**src/rtl/fft_peak_pkg.sv**
```systemverilog
// fft_peak_pkg: shared FSM states and default sizing for the FFT peak detector.
package fft_peak_pkg;
    localparam int DEF_DATA_W   = 16;
    localparam int DEF_N_POINTS = 1024;
    localparam int DEF_MAG_W    = 2 * DEF_DATA_W;
    localparam int DEF_BIN_W    = $clog2(DEF_N_POINTS);

    typedef enum logic [1:0] {
        S_IDLE,
        S_COLLECT,
        S_FLUSH,
        S_HOLD
    } state_t;
endpackage

```
**src/rtl/fft_mag_sq.sv**
```systemverilog
// fft_mag_sq: squares each accepted beat into a register stage and presents re^2 + im^2
// with its bin index; the consumer registers that sum as the second pipeline stage.
module fft_mag_sq #(
    parameter int DATA_W = 16,
    parameter int MAG_W  = 2 * DATA_W,
    parameter int BIN_W  = 10
) (
    input  logic                     i_clk,
    input  logic                     i_reset_n,
    input  logic                     i_valid,
    input  logic signed [DATA_W-1:0] i_real,
    input  logic signed [DATA_W-1:0] i_imag,
    input  logic [BIN_W-1:0]         i_bin,
    output logic                     o_valid,
    output logic [BIN_W-1:0]         o_bin,
    output logic [MAG_W-1:0]         o_mag
);
    logic signed [MAG_W-1:0] re_x, im_x;
    logic [MAG_W-1:0]        re_sq, im_sq;

    // Full-width operands keep (-2^(DATA_W-1))^2 exact.
    assign re_x  = {{(MAG_W-DATA_W){i_real[DATA_W-1]}}, i_real};
    assign im_x  = {{(MAG_W-DATA_W){i_imag[DATA_W-1]}}, i_imag};
    assign o_mag = re_sq + im_sq;

    always_ff @(posedge i_clk) begin
        if (!i_reset_n) begin
            o_valid <= 1'b0;
            o_bin   <= '0;
            re_sq   <= '0;
            im_sq   <= '0;
        end else begin
            o_valid <= i_valid;
            if (i_valid) begin
                o_bin <= i_bin;
                re_sq <= $unsigned(re_x * re_x);
                im_sq <= $unsigned(im_x * im_x);
            end
        end
    end
endmodule

```
**src/rtl/fft_peak_detect.sv**
```systemverilog
// fft_peak_detect: reports the strongest positive-frequency bin of each FFT frame.
// Option FFT_PEAK_THRESH_EN adds i_thresh; a maximum below it is reported as bin 0, mag 0.
module fft_peak_detect
    import fft_peak_pkg::*;
#(
    parameter int DATA_W   = DEF_DATA_W,
    parameter int N_POINTS = DEF_N_POINTS,
    parameter int MAG_W    = 2 * DATA_W,
    parameter int BIN_W    = $clog2(N_POINTS)
) (
    input  logic                     i_clk,
    input  logic                     i_reset_n,
    input  logic                     i_sink_valid,
    input  logic                     i_sink_sop,
    input  logic                     i_sink_eop,
    input  logic signed [DATA_W-1:0] i_sink_real,
    input  logic signed [DATA_W-1:0] i_sink_imag,
    input  logic [1:0]               i_sink_error,
    output logic                     o_sink_ready,
`ifdef FFT_PEAK_THRESH_EN
    input  logic [MAG_W-1:0]         i_thresh,
`endif
    output logic                     o_peak_valid,
    input  logic                     i_peak_ready,
    output logic [BIN_W-1:0]         o_peak_bin,
    output logic [MAG_W-1:0]         o_peak_mag,
    output logic                     o_frame_err
);
    state_t           state;
    logic [BIN_W-1:0] cnt, beat_bin, max_bin, mag_bin;
    logic [MAG_W-1:0] max_mag, mag;
    logic             mag_valid, bad, flushed, below;
    logic             accept, sop_acc, in_frame, last_bin, closes, beat_bad, keep_bad, cand;

    assign accept   = i_sink_valid & o_sink_ready;
    assign sop_acc  = accept & i_sink_sop;
    assign in_frame = sop_acc | (accept & (state == S_COLLECT));
    assign beat_bin = i_sink_sop ? '0 : cnt;
    assign last_bin = beat_bin == BIN_W'(N_POINTS - 1);
    assign closes   = i_sink_eop | last_bin;
    assign beat_bad = (|i_sink_error) | (i_sink_eop ^ last_bin);
    assign keep_bad = (state == S_COLLECT) & ~i_sink_sop;
    // Bins below N/2 have a clear MSB; bin 0 is DC.
    assign cand     = mag_valid & ~mag_bin[BIN_W-1] & (|mag_bin);
`ifdef FFT_PEAK_THRESH_EN
    assign below = max_mag < i_thresh;
`else
    assign below = 1'b0;
`endif

    fft_mag_sq #(.DATA_W(DATA_W), .MAG_W(MAG_W), .BIN_W(BIN_W)) u_mag_sq (
        .i_clk     (i_clk),
        .i_reset_n (i_reset_n),
        .i_valid   (in_frame),
        .i_real    (i_sink_real),
        .i_imag    (i_sink_imag),
        .i_bin     (beat_bin),
        .o_valid   (mag_valid),
        .o_bin     (mag_bin),
        .o_mag     (mag)
    );

    always_ff @(posedge i_clk) begin
        if (!i_reset_n) begin
            state        <= S_IDLE;
            o_sink_ready <= 1'b0;
            o_peak_valid <= 1'b0;
            o_peak_bin   <= '0;
            o_peak_mag   <= '0;
            o_frame_err  <= 1'b0;
            cnt          <= '0;
            max_mag      <= '0;
            max_bin      <= BIN_W'(1);
            bad          <= 1'b0;
            flushed      <= 1'b0;
        end else begin
            o_frame_err <= 1'b0;
            if (cand && mag > max_mag) begin
                max_mag <= mag;
                max_bin <= mag_bin;
            end
            if (in_frame) cnt <= beat_bin + 1'b1;
            // A new frame wipes whatever the stage-1 beat would have contributed.
            if (sop_acc) begin
                max_mag <= '0;
                max_bin <= BIN_W'(1);
            end
            case (state)
                S_IDLE, S_COLLECT: begin
                    o_sink_ready <= !(in_frame && closes);
                    if (in_frame) begin
                        bad         <= (keep_bad & bad) | beat_bad;
                        o_frame_err <= (state == S_COLLECT) && i_sink_sop;
                        flushed     <= 1'b0;
                        state       <= closes ? S_FLUSH : S_COLLECT;
                    end
                end
                S_FLUSH: begin
                    flushed <= 1'b1;
                    if (flushed) begin
                        if (bad) begin
                            state        <= S_IDLE;
                            o_sink_ready <= 1'b1;
                            o_frame_err  <= 1'b1;
                        end else begin
                            state        <= S_HOLD;
                            o_peak_valid <= 1'b1;
                            o_peak_bin   <= below ? '0 : max_bin;
                            o_peak_mag   <= below ? '0 : max_mag;
                        end
                    end
                end
                S_HOLD: begin
                    if (i_peak_ready) begin
                        state        <= S_IDLE;
                        o_sink_ready <= 1'b1;
                        o_peak_valid <= 1'b0;
                    end
                end
            endcase
        end
    end
endmodule

```
**config.mk**
```make
export PLATFORM = sky130hd
export DESIGN_NAME = fft_peak_detect
export DESIGN_NICKNAME = d
export VERILOG_FILES = /design/src/rtl/fft_peak_pkg.sv /design/src/rtl/fft_mag_sq.sv /design/src/rtl/fft_peak_detect.sv
export SDC_FILE = /design/constraint.sdc
export NUM_CORES = 2
export LEC_CHECK = 0
export ABC_AREA = 0
export CORE_ASPECT_RATIO = 0.6
export CORE_MARGIN = 3
export CORE_UTILIZATION = 50
export DETAILED_ROUTE_END_ITERATION = 6
export MAX_ROUTING_LAYER = met4
export PLACE_DENSITY = 0.7
export SYNTH_ARGS = -nofsm -noshare
export SYNTH_HDL_FRONTEND = slang
export SYNTH_SLANG_ARGS = --single-unit
```
**constraint.sdc**
```tcl
create_clock -name i_clk -period 6.58 [get_ports i_clk]
set_input_delay 0.987 -clock i_clk [delete_from_list [all_inputs] [get_ports i_clk]]
set_output_delay 0.987 -clock i_clk [all_outputs]
set_load 0.01 [all_outputs]
```
==> flow_summary.yaml <==
logic_synthesis:
  avgSynthCellArea_sq_um: 8.71
  synth_edf_count: 0
  netlist.area_leader.share_pct: 36.3
  synth_warnings: 0
  yosysSeqAreaShare_pct: 13.5
  synthFlopType: "dfxtp_1"
  synthArstFlopShare_pct: 0
  yosys-top-cells-area: "fa_1, dfxtp_1, ha_1, inv_1, nand2_1"
  synth_area_sq_um: 25900
  synth_fp_nets: 3723
  synthTopCellsByCount: "inv_1, fa_1, nand2_1"
  synth.most_common_cell: "inv_1"
  ys_types: 71
  synthCells: 2972
  synth_seq_cells: 174
  yosys.area.top_type: "fa_1"
global_route:
  globalRouteMet1Util_pct: 36.5
  use_met3_pct: 4.89
  grt_pass1_vias: 21800
  grt_pass1_wl_microns: 109000
  grt_max_degree: 92
  use_met2_pct: 37.6
  grt_overflow_total: 0
  antenna_found_initial: 1
  grt_busiest_layer: "met2"
  grt_use_total_pct: 25.2
place:
  dpl_worst_slack_ns: -0.771
  port_buffers: 84
  place_congestion: 0.911
  dp_hpwl_microns: 54900
hold_path:
  hold_path.class: "reg -> reg"
  hold_path_depth: 2
  hp-start: "cnt[1]"
  holdPathEnd: "cnt[1]"
cts:
  clock_latency_ns: 0.45
  clockRootBuffer: "clkbuf_16"
  cts_tree: "done"
  numCtsBuffers: 17
  clkTransAtPathRegs_ns: 0.06
  ctsHtreeMaxLevel: 4
  clockBufferDepth: 2
  cts.sinks: 174
die:
  fp.dieArea_sq_um: 54600
  start_util_pct: 51.5
  core_sq_um: 50300
  die_h_microns: 182
  std_cell_rows: 63
  die_x_microns: 300
  ioPinCount: 85
route:
  drc: 0
  drt_iter0_drc: 1262
  route.vias.total: 21000
  via_per_inst: 5.15
  dr.pass1.iters: 5
  wire_per_inst_microns: 16.2
  wirelength_microns: 65800
  postRouteAntennaNets: 0
timing:
  fin_crit_ns: 6.47
  clock_skew_ns: 0.0186
  setup_viol: 0
  maxSlewViolCount: 0
  fmax_mhz: 155
  relSlewSlack_pct: 34.3
  worst_pin_slew_ns: 0.985
  finalCritPeriodShare_pct: 98.3
  rsz0062_at_grt: "true"
  worst_slack_ns: 0.113
  timing.final.hold_violations: 0
worst_setup_path:
  criticalPathCategory: "in -> reg"
  cp_data_arrival_time_ns: 6.82
  ff2ff_path_depth: 19
  crit_fanout: 5
  regToRegStartpoint: "u_mag_sq.im_sq[7]"
  worstSetupStartpointType: "input port"
  worstReg2RegEnd: "max_mag[26]"
  required_ns: 6.93
  endpoint_kind: "flop"
  r2r_slack_ns: 0.86
finish:
  syn_to_final_growth_pct: 22.7
  antennaDiodeCount: 0
  nets: 4127
  layout-drive-gt1-share_pct: 18.8
status:
  run_status: "complete, no violations"
flow_run:
  maxCapViolCount: 0
==> layout by cell type, fill, tap and decap left out, drive strengths merged, types with 7 or more instances in the layout <==
cell type        n
a211oi          19
a21o            23
a21oi          211
a31o            11
a31oi           11
and2            80
and3            16
buf            402
clkbuf          36
clkdlybuf4s50   53
dfxtp          174
dlymetal6s2s    12
fa             469
ha             242
inv            697
nand2          424
nand2b          12
nand3           46
nand4           15
nor2           114
nor2b           21
o211ai          15
o21a             7
o21ai           49
o21bai          11
o31ai            8
or3              8
xnor2           81
xor2            33
==> routing by layer <==
layer,part of all wire [%],vias up
li1,-,9942
met1,48,10400
met2,44,549
met3,7.1,72
met4,1.1,0
met5,0,-
==> how the worst max path moves through the flow <==
| stage | to | depth (start not counted) | start |
|---|---|---|---|
| 3_5_place_dp | u_mag_sq.re_sq[31] | 22 | i_sink_real[9] |
| 2_1_floorplan | u_mag_sq.re_sq[31] | 22 | i_sink_real[15] |
| 5_1_grt | u_mag_sq.im_sq[16] | 24 | i_sink_imag[6] |
| 6_report | u_mag_sq.re_sq[27] | 24 | i_sink_real[1] |
| 3_3_place_gp | u_mag_sq.re_sq[31] | 21 | i_sink_real[10] |
| 4_1_cts | u_mag_sq.re_sq[31] | 25 | i_sink_real[1] |
==> state kept, by name, indices dropped and copies added (netlist names), 2 cells and up <==
register,flops
max_mag,32
o_peak_mag,32
u_mag_sq.im_sq,31
u_mag_sq.re_sq,31
cnt,10
max_bin,10
o_peak_bin,10
u_mag_sq.o_bin,10
state,2
==> through the flow <==
stage / std cells / TNS (ns) / util, % / hold WS (ns) / area, sq um
after floorplan: 2972 / -0.0398 / - / 0.427 / 25900
after global placement: 4005 / -16.08 / 59.8 / 0.434 / 30100
after detailed placement: 4005 / -19.39 / 59.8 / 0.440 / 30100
after CTS: 4045 / -0.0202 / 61.6 / 0.455 / 31000
after global routing: 4070 / -0.377 / 63.2 / 0.474 / 31800
final: 4070 / 0 / 63.2 / 0.454 / 31800
==> repair_timing <==
| action | CTS | global route |
|---|---|---|
| cloned | 1 | 2 |
| hold buffers | 0 | 0 |
| setup endpoints to repair | 25 | 31 |
| resized for setup | 73 | 199 |
| pin swaps | 22 | 87 |
| setup buffers | 8 | 24 |
==> kinds of logic after synthesis <==
group,count (synthesis),synth area share (%)
AND/OR/NAND/NOR,768,13.3
AO/OA/AOI/OAI,409,9.88
adder cells (fa/ha/maj),711,47.9
multiplexers,2,0.0870
buffers and inverters,794,11.5
XOR/XNOR,114,3.86
flip-flops,174,13.5
==> worst max-delay path: stages <==
cell and delay (ns):
clkbuf_2 0.09, buf_6 0.11, buf_6 0.12, and2_4 0.14, fa_1 0.55, inv_2 0.04, fa_2 0.39, fa_1 0.56
inv_2 0.04, fa_1 0.49, fa_1 0.53, inv_2 0.04, fa_1 0.53, inv_2 0.06, ha_4 0.26, a21oi_4 0.18
o211ai_4 0.11, a311o_2 0.39, o31a_2 0.41, a21boi_2 0.17, o211ai_1 0.13, xor2_1 0.18, nand2_1 0.08, a21oi_1 0.22
==> cell type report <==
cell class                      count  area, sq um
Tap cell                          682          853
Clock buffer                       18          439
Multi-Input combinational cell   2004        20200
Sequential cell                   174         3480
Clock inverter                     13          193
Inverter                          692         2610
Timing Repair Buffer              487         4030
Fill cell                        4206        18500
Power is not shown: default switching activity piles up to over one toggle a cycle in this logic, so the estimate is an artifact.
